**config.mk**
```make
export PLATFORM = sky130hd
export DESIGN_NAME = vlc_packer
export DESIGN_NICKNAME = d
export VERILOG_FILES = /design/src/rtl/vlc_packer.sv
export SDC_FILE = /design/constraint.sdc
export NUM_CORES = 1
export LEC_CHECK = 0
export CAP_MARGIN = 20
export CORE_MARGIN = 1
export CORE_UTILIZATION = 30
export CTS_BUF_LIST = sky130_fd_sc_hd__clkbuf_2 sky130_fd_sc_hd__clkbuf_4 sky130_fd_sc_hd__clkbuf_8
export CTS_CLUSTER_SIZE = 16
export DETAILED_ROUTE_END_ITERATION = 6
export SYNTH_ARGS = -nofsm -noshare
export SYNTH_HDL_FRONTEND = slang
export SYNTH_SLANG_ARGS = --single-unit
```
**constraint.sdc**
```tcl
create_clock -name clk -period 4.9 [get_ports clk]
set_input_delay 0.98 -clock clk [delete_from_list [all_inputs] [get_ports clk]]
set_output_delay 0.98 -clock clk [all_outputs]
set_load 0.01 [all_outputs]
```
**src/rtl/vlc_packer.sv**
```systemverilog
// vlc_packer: turns (run, level) tokens into MPEG-2 style VLC codes
// (raw intra DC, escape-coded AC, EOB) and packs them MSB-first into 32-bit words.
module vlc_packer #(
  parameter int unsigned LEVEL_W  = 12,
  parameter int unsigned DC_W     = 12,
  parameter logic [5:0]  ESC_CODE = 6'b000001,
  parameter logic [1:0]  EOB_CODE = 2'b10
) (
  input  logic        clk,
  input  logic        reset,
  output logic        rdy,
  input  logic        en,
  input  logic [15:0] val,
  input  logic [5:0]  len,
  input  logic        blk_end,
  input  logic        dc,
  output logic [31:0] o_data,
  output logic        o_valid,
  input  logic        o_ready,
  input  logic        flush,
  output logic        flush_done,
  output logic        err,
  output logic [31:0] bit_cnt
);

  localparam int unsigned ACC_W   = 64;
  localparam int unsigned WORD_W  = 32;
  localparam int unsigned FILL_W  = 7;
  localparam int unsigned CLEN_W  = 6;
  localparam int unsigned ESC_W   = 6;
  localparam int unsigned RUN_W   = 6;
  localparam int unsigned EOB_W   = 2;
  localparam int unsigned AC_W    = ESC_W + RUN_W + LEVEL_W;
  localparam int unsigned DCE_W   = DC_W + EOB_W;
  localparam int unsigned CODE_W  = (AC_W + EOB_W > DCE_W) ? (AC_W + EOB_W) : DCE_W;

  // Saturation bounds of the AC level; the most negative code is never produced.
  localparam logic signed [15:0] LVL_MAX = 16'((1 << (LEVEL_W - 1)) - 1);
  localparam logic signed [15:0] LVL_MIN = -LVL_MAX;

  localparam logic [FILL_W-1:0] FILL_WORD = FILL_W'(WORD_W);
  localparam logic [FILL_W-1:0] FILL_ACC  = FILL_W'(ACC_W);

  typedef enum logic [0:0] {
    ST_RUN   = 1'b0,
    ST_FLUSH = 1'b1
  } state_e;

  state_e              state_q, state_d;
  logic [ACC_W-1:0]    acc_q, acc_d;
  logic [FILL_W-1:0]   fill_q, fill_d;
  logic [31:0]         bit_cnt_q, bit_cnt_d;
  logic                err_q, err_d;
  logic                flush_done_q, flush_done_d;

  logic                word_full_c;
  logic                tok_acc_c;
  logic                word_acc_c;
  logic                illegal_c;
  logic signed [15:0]  val_s_c;
  logic signed [15:0]  clip_s_c;
  logic [LEVEL_W-1:0]  level_c;
  logic [CODE_W-1:0]   code_c;
  logic [CLEN_W-1:0]   code_len_c;
  logic [FILL_W-1:0]   shift_c;

  assign word_full_c = (fill_q >= FILL_WORD);
  assign rdy         = (state_q == ST_RUN) && !word_full_c;
  assign o_valid     = word_full_c;
  assign o_data      = acc_q[ACC_W-1 -: WORD_W];
  assign err         = err_q;
  assign flush_done  = flush_done_q;
  assign bit_cnt     = bit_cnt_q;

  assign tok_acc_c   = rdy && en;
  assign word_acc_c  = o_valid && o_ready;

  // Saturate the signed level into the symmetric escape range.
  always_comb begin
    val_s_c = $signed(val);
    if (val_s_c > LVL_MAX) begin
      clip_s_c = LVL_MAX;
    end else if (val_s_c < LVL_MIN) begin
      clip_s_c = LVL_MIN;
    end else begin
      clip_s_c = val_s_c;
    end
    level_c = clip_s_c[LEVEL_W-1:0];
  end

  // Build the right-aligned code and its length for the presented token.
  always_comb begin
    code_c     = '0;
    code_len_c = '0;
    illegal_c  = 1'b0;
    if (dc) begin
      if (blk_end) begin
        code_c     = CODE_W'({val[DC_W-1:0], EOB_CODE});
        code_len_c = CLEN_W'(DCE_W);
      end else begin
        code_c     = CODE_W'(val[DC_W-1:0]);
        code_len_c = CLEN_W'(DC_W);
      end
    end else if (val != 16'd0) begin
      if (blk_end) begin
        code_c     = CODE_W'({ESC_CODE, len, level_c, EOB_CODE});
        code_len_c = CLEN_W'(AC_W + EOB_W);
      end else begin
        code_c     = CODE_W'({ESC_CODE, len, level_c});
        code_len_c = CLEN_W'(AC_W);
      end
    end else if (blk_end) begin
      code_c     = CODE_W'(EOB_CODE);
      code_len_c = CLEN_W'(EOB_W);
    end else begin
      illegal_c  = 1'b1;
    end
    // Left shift that puts the code MSB right below the bits already held.
    shift_c = FILL_ACC - fill_q - FILL_W'(code_len_c);
  end

  // Next-state, accumulator and counter update.
  always_comb begin
    state_d      = state_q;
    acc_d        = acc_q;
    fill_d       = fill_q;
    bit_cnt_d    = bit_cnt_q;
    err_d        = 1'b0;
    flush_done_d = 1'b0;
    case (state_q)
      ST_RUN: begin
        if (word_acc_c) begin
          acc_d  = acc_q << WORD_W;
          fill_d = fill_q - FILL_WORD;
        end else if (tok_acc_c) begin
          if (illegal_c) begin
            err_d = 1'b1;
          end else begin
            acc_d     = acc_q | (ACC_W'(code_c) << shift_c);
            fill_d    = fill_q + FILL_W'(code_len_c);
            bit_cnt_d = bit_cnt_q + 32'(code_len_c);
          end
        end
        // A token presented together with flush wins; flush waits for an idle cycle.
        if (flush && !en) begin
          state_d = ST_FLUSH;
        end
      end
      ST_FLUSH: begin
        if (word_acc_c) begin
          acc_d  = acc_q << WORD_W;
          fill_d = fill_q - FILL_WORD;
        end else if (word_full_c) begin
          fill_d = fill_q;
        end else if (fill_q != '0) begin
          // Bits below the fill point are always zero, so this is the zero pad.
          fill_d = FILL_WORD;
        end else begin
          flush_done_d = 1'b1;
          state_d      = ST_RUN;
        end
      end
      default: begin
        state_d = ST_RUN;
      end
    endcase
  end

  // State register with synchronous reset.
  always_ff @(posedge clk) begin
    if (reset) begin
      state_q      <= ST_RUN;
      acc_q        <= '0;
      fill_q       <= '0;
      bit_cnt_q    <= '0;
      err_q        <= 1'b0;
      flush_done_q <= 1'b0;
    end else begin
      state_q      <= state_d;
      acc_q        <= acc_d;
      fill_q       <= fill_d;
      bit_cnt_q    <= bit_cnt_d;
      err_q        <= err_d;
      flush_done_q <= flush_done_d;
    end
  end

endmodule

```
==> results of run 1 <==
## cell type report
cell class,count,area [sq um]
fill,2488,14900
multi-input combinational,724,4770
sequential,104,2080
timing repair buffer,215,1870
tap,324,405
clock buffer,9,124
inverter,33,124
clock inverter,7,86.3
## critical path: cells and delay by family
family | cells | cell delay [ns]
adders and majority gates | 2 | 0.65
AOI/OAI and AO/OA | 4 | 0.79
buffers and inverters | 4 | 0.83
and+or+nand+nor | 6 | 1.68
## metrics by stage
step	power, mW	hold slack [ns]	cell area, sq um	cells	setup WS [ns]
5_1_grt	6.94	0.496	9460	1416	0.0105
6_report	6.47	0.460	9460	1416	0.242
2_1_floorplan	3.82	0.420	7420	948	0.261
3_3_place_gp	5.81	0.438	9240	1400	-0.120
4_1_cts	6.42	0.470	9450	1416	0.267
3_5_place_dp	5.82	0.447	9240	1400	-0.135
## final timing paths
path | to
setup / recovery | acc_q[32]
hold / removal | acc_q[25]
setup reg to reg | acc_q[52]
hold reg to reg | acc_q[25]
## report_power, final
| part | internal [mW] | switching (mW) | leakage (nW) |
|---|---|---|---|
| Clock | 0.247 | 0.332 | 0.104 |
| Combinational | 2.02 | 2.69 | 2.61 |
| Sequential | 1.04 | 0.149 | 0.843 |
| Total | 3.30 | 3.17 | 3.56 |
## sequential cells by signal, indices dropped and copies added (netlist names)
name and count:
acc_q 64, flush_done 1, err 1, bit_cnt 31, fill_q 6, state_q 1
## routing by layer
metal | routed length (um) | share of wire | global-route usage
met4 | 698 | 0.026 | 0.0686
met5 | 0 | 0 | 0
met2 | 12200 | 0.46 | 0.340
met1 | 11700 | 0.44 | 0.274
met3 | 1770 | 0.067 | 0.0404
## cells by family (layout without fill, tap and decap cells)
logic type               count (synthesis)  count (layout)  share of synthesized area
AND/OR/NAND/NOR                        351             351                      0.229
AO/OA/AOI/OAI                          283             283                      0.279
buffers and inverters                  120             264                     0.0796
flip-flops                             104             104                      0.281
multiplexers                            41              41                     0.0614
XOR/XNOR                                29              29                     0.0342
adder cells (fa/ha/maj)                 19              19                     0.0351
other                                    1               1                   0.000505
## timing repair
item | in CTS | in global routing
setup buffers | 0 | 0
endpoints found under the setup margin | 0 | 5
gates resized for setup | 0 | 4
## cells in the final DEF, fill, tap and decap left out, types with 19 or more instances in the layout
master           Yosys  routed
nand2_1             83      83
o21ai_0             42      39
a31oi_1             20      20
nor3_1              26      26
xnor2_1             20      19
inv_1               29      29
nor2_1             104     104
a21oi_1             59      58
mux2i_1             32      32
dfxtp_1            104     104
nand3_1             34      34
clkdlybuf4s50_1      0      93
buf_4               33     118
==> flow_summary.yaml, run 1 <==
pwr:
  power-per-cell-area_nw_per_um2: 684
  ir_worst_vdd_uv: 362
  cellLeakagePower_nw: 3.56
yosys:
  syn_inst: 948
  ys_top_cells_by_area: "dfxtp_1 28%, nor2_1 5.3%, mux2i_1 4.3%, nand2_1 4.2%, a21oi_1 4.0%"
  ys_ff_latch: 104
  yosysTopAreaCell: "dfxtp_1"
  synth_edf_count: 0
  synth_commonest_cells: "104 x dfxtp_1, 104 x nor2_1, 83 x nand2_1"
  ys_types: 86
  synth.net_count: 996
  syn_area_sq_um: 7420
  synth-warning-count: 0
  avgSynthCellArea_sq_um: 7.83
  ys.flop_type: "dfxtp_1"
  synth_top_area_share: 0.281
  async_flop_share: 0
  ys_seq_area_frac: 0.281
sta:
  finalCritPeriodShare: 0.951
  finalSetupViolCount: 0
  slew_headroom: 0.267
  final_hold_viol_count: 0
  worstMarginPinSlew_ns: 1.09
  fmax_ghz: 0.215
  fin_crit_ns: 4.66
  rsz0062_at_grt: "false"
  skew_ns: 0.0145
  slew_violations: 0
  tns_ns: 0
min_path:
  hold-path-cell-count: 2
  hold_path.class: "reg -> reg"
  min-delay-start: "acc_q[25]"
final_layout:
  syn_to_final_growth_pct: 27.5
  drive_above_1_share: 0.157
  nNetsFinal: 1135
  num_antenna_cells: 0
  postLayoutCoreUtil: 0.389
status:
  status: "completed"
worst_setup_path:
  cp-end-kind: "flip-flop"
  cpMaxStageDelayCell: "or4_1"
  cp-start-kind: "input port"
  cpPeakStageDelay_ns: 0.61
  ff2ff_path_depth: 13
  worstPathRequired_ns: 5.19
  crit_path_start: "val[14]"
  crit_arrival_ns: 4.95
  path_cells: "clkdlybuf4s50_1, or4_1, nor4_4, nand2_1, inv_1, ha_1, ha_1, nor2b_1, o21a_1, or3_1, buf_4, nand2_1, o22ai_1, a211oi_1, buf_4, a21oi_1"
  path_max_fanout: 5
  rrSetupSlack_ns: 1.40
  worstSetupPathType: "in -> reg"
  timing.rr.start: "fill_q[2]"
floorplanning:
  die_x_um: 159
  die_y_um: 159
  fp.coreArea_sq_um: 24300
  fp-row-count: 57
  initial_core_util: 0.305
  io_pins: 97
  dieArea_sq_um: 25400
placement:
  gp_congestion: 0.939
  numPortBuffers: 95
  dp_hpwl_um: 20300
flow_run:
  maxCapViolations: 0
clock_tree:
  clk_pin_slew_worst_paths_ns: 0.11
  postCtsHoldBufs: 0
  cts.sinks: 104
  numCtsBuffers: 9
  cts_tree: "yes"
  h-tree-depth: 3
  root_buffer: "clkbuf_8"
  worst_skew_pair.late_latency_ns: 0.39
  clock_path_buffers: 2
drt:
  wl_um: 26300
  drtIter0Drc: 580
  drtPass1Iterations: 6
  vias: 7904
  wire_per_inst_um: 18.6
  ant_nets: 0
  vias_per_cell: 5.58
  remaining_drc_errors: 0
global_routing:
  grt_start_max_net_pins: 43
  antenna_found_initial: 0
  grt_pass1_wl_um: 41900
  grt_overflow: 0
  grt_usage: 0.208
  grt_pass1_vias: 7587
No activity file was read; power rests on OpenSTA's default activity.
==> inputs of run 2 (changes only) <==
--- a/constraint.sdc
+++ b/constraint.sdc
@@ -3,2 +3,2 @@
 set_output_delay 0.98 -clock clk [all_outputs]
-set_load 0.01 [all_outputs]
+set_load 0.05 [all_outputs]
==> results of run 2 <==
The final DEF is identical to that of run 1. Status: completed.
Among the figures that moved: total power 6.47 mW -> 6.87 mW; worst IR drop on VDD 362 uV -> 605 uV
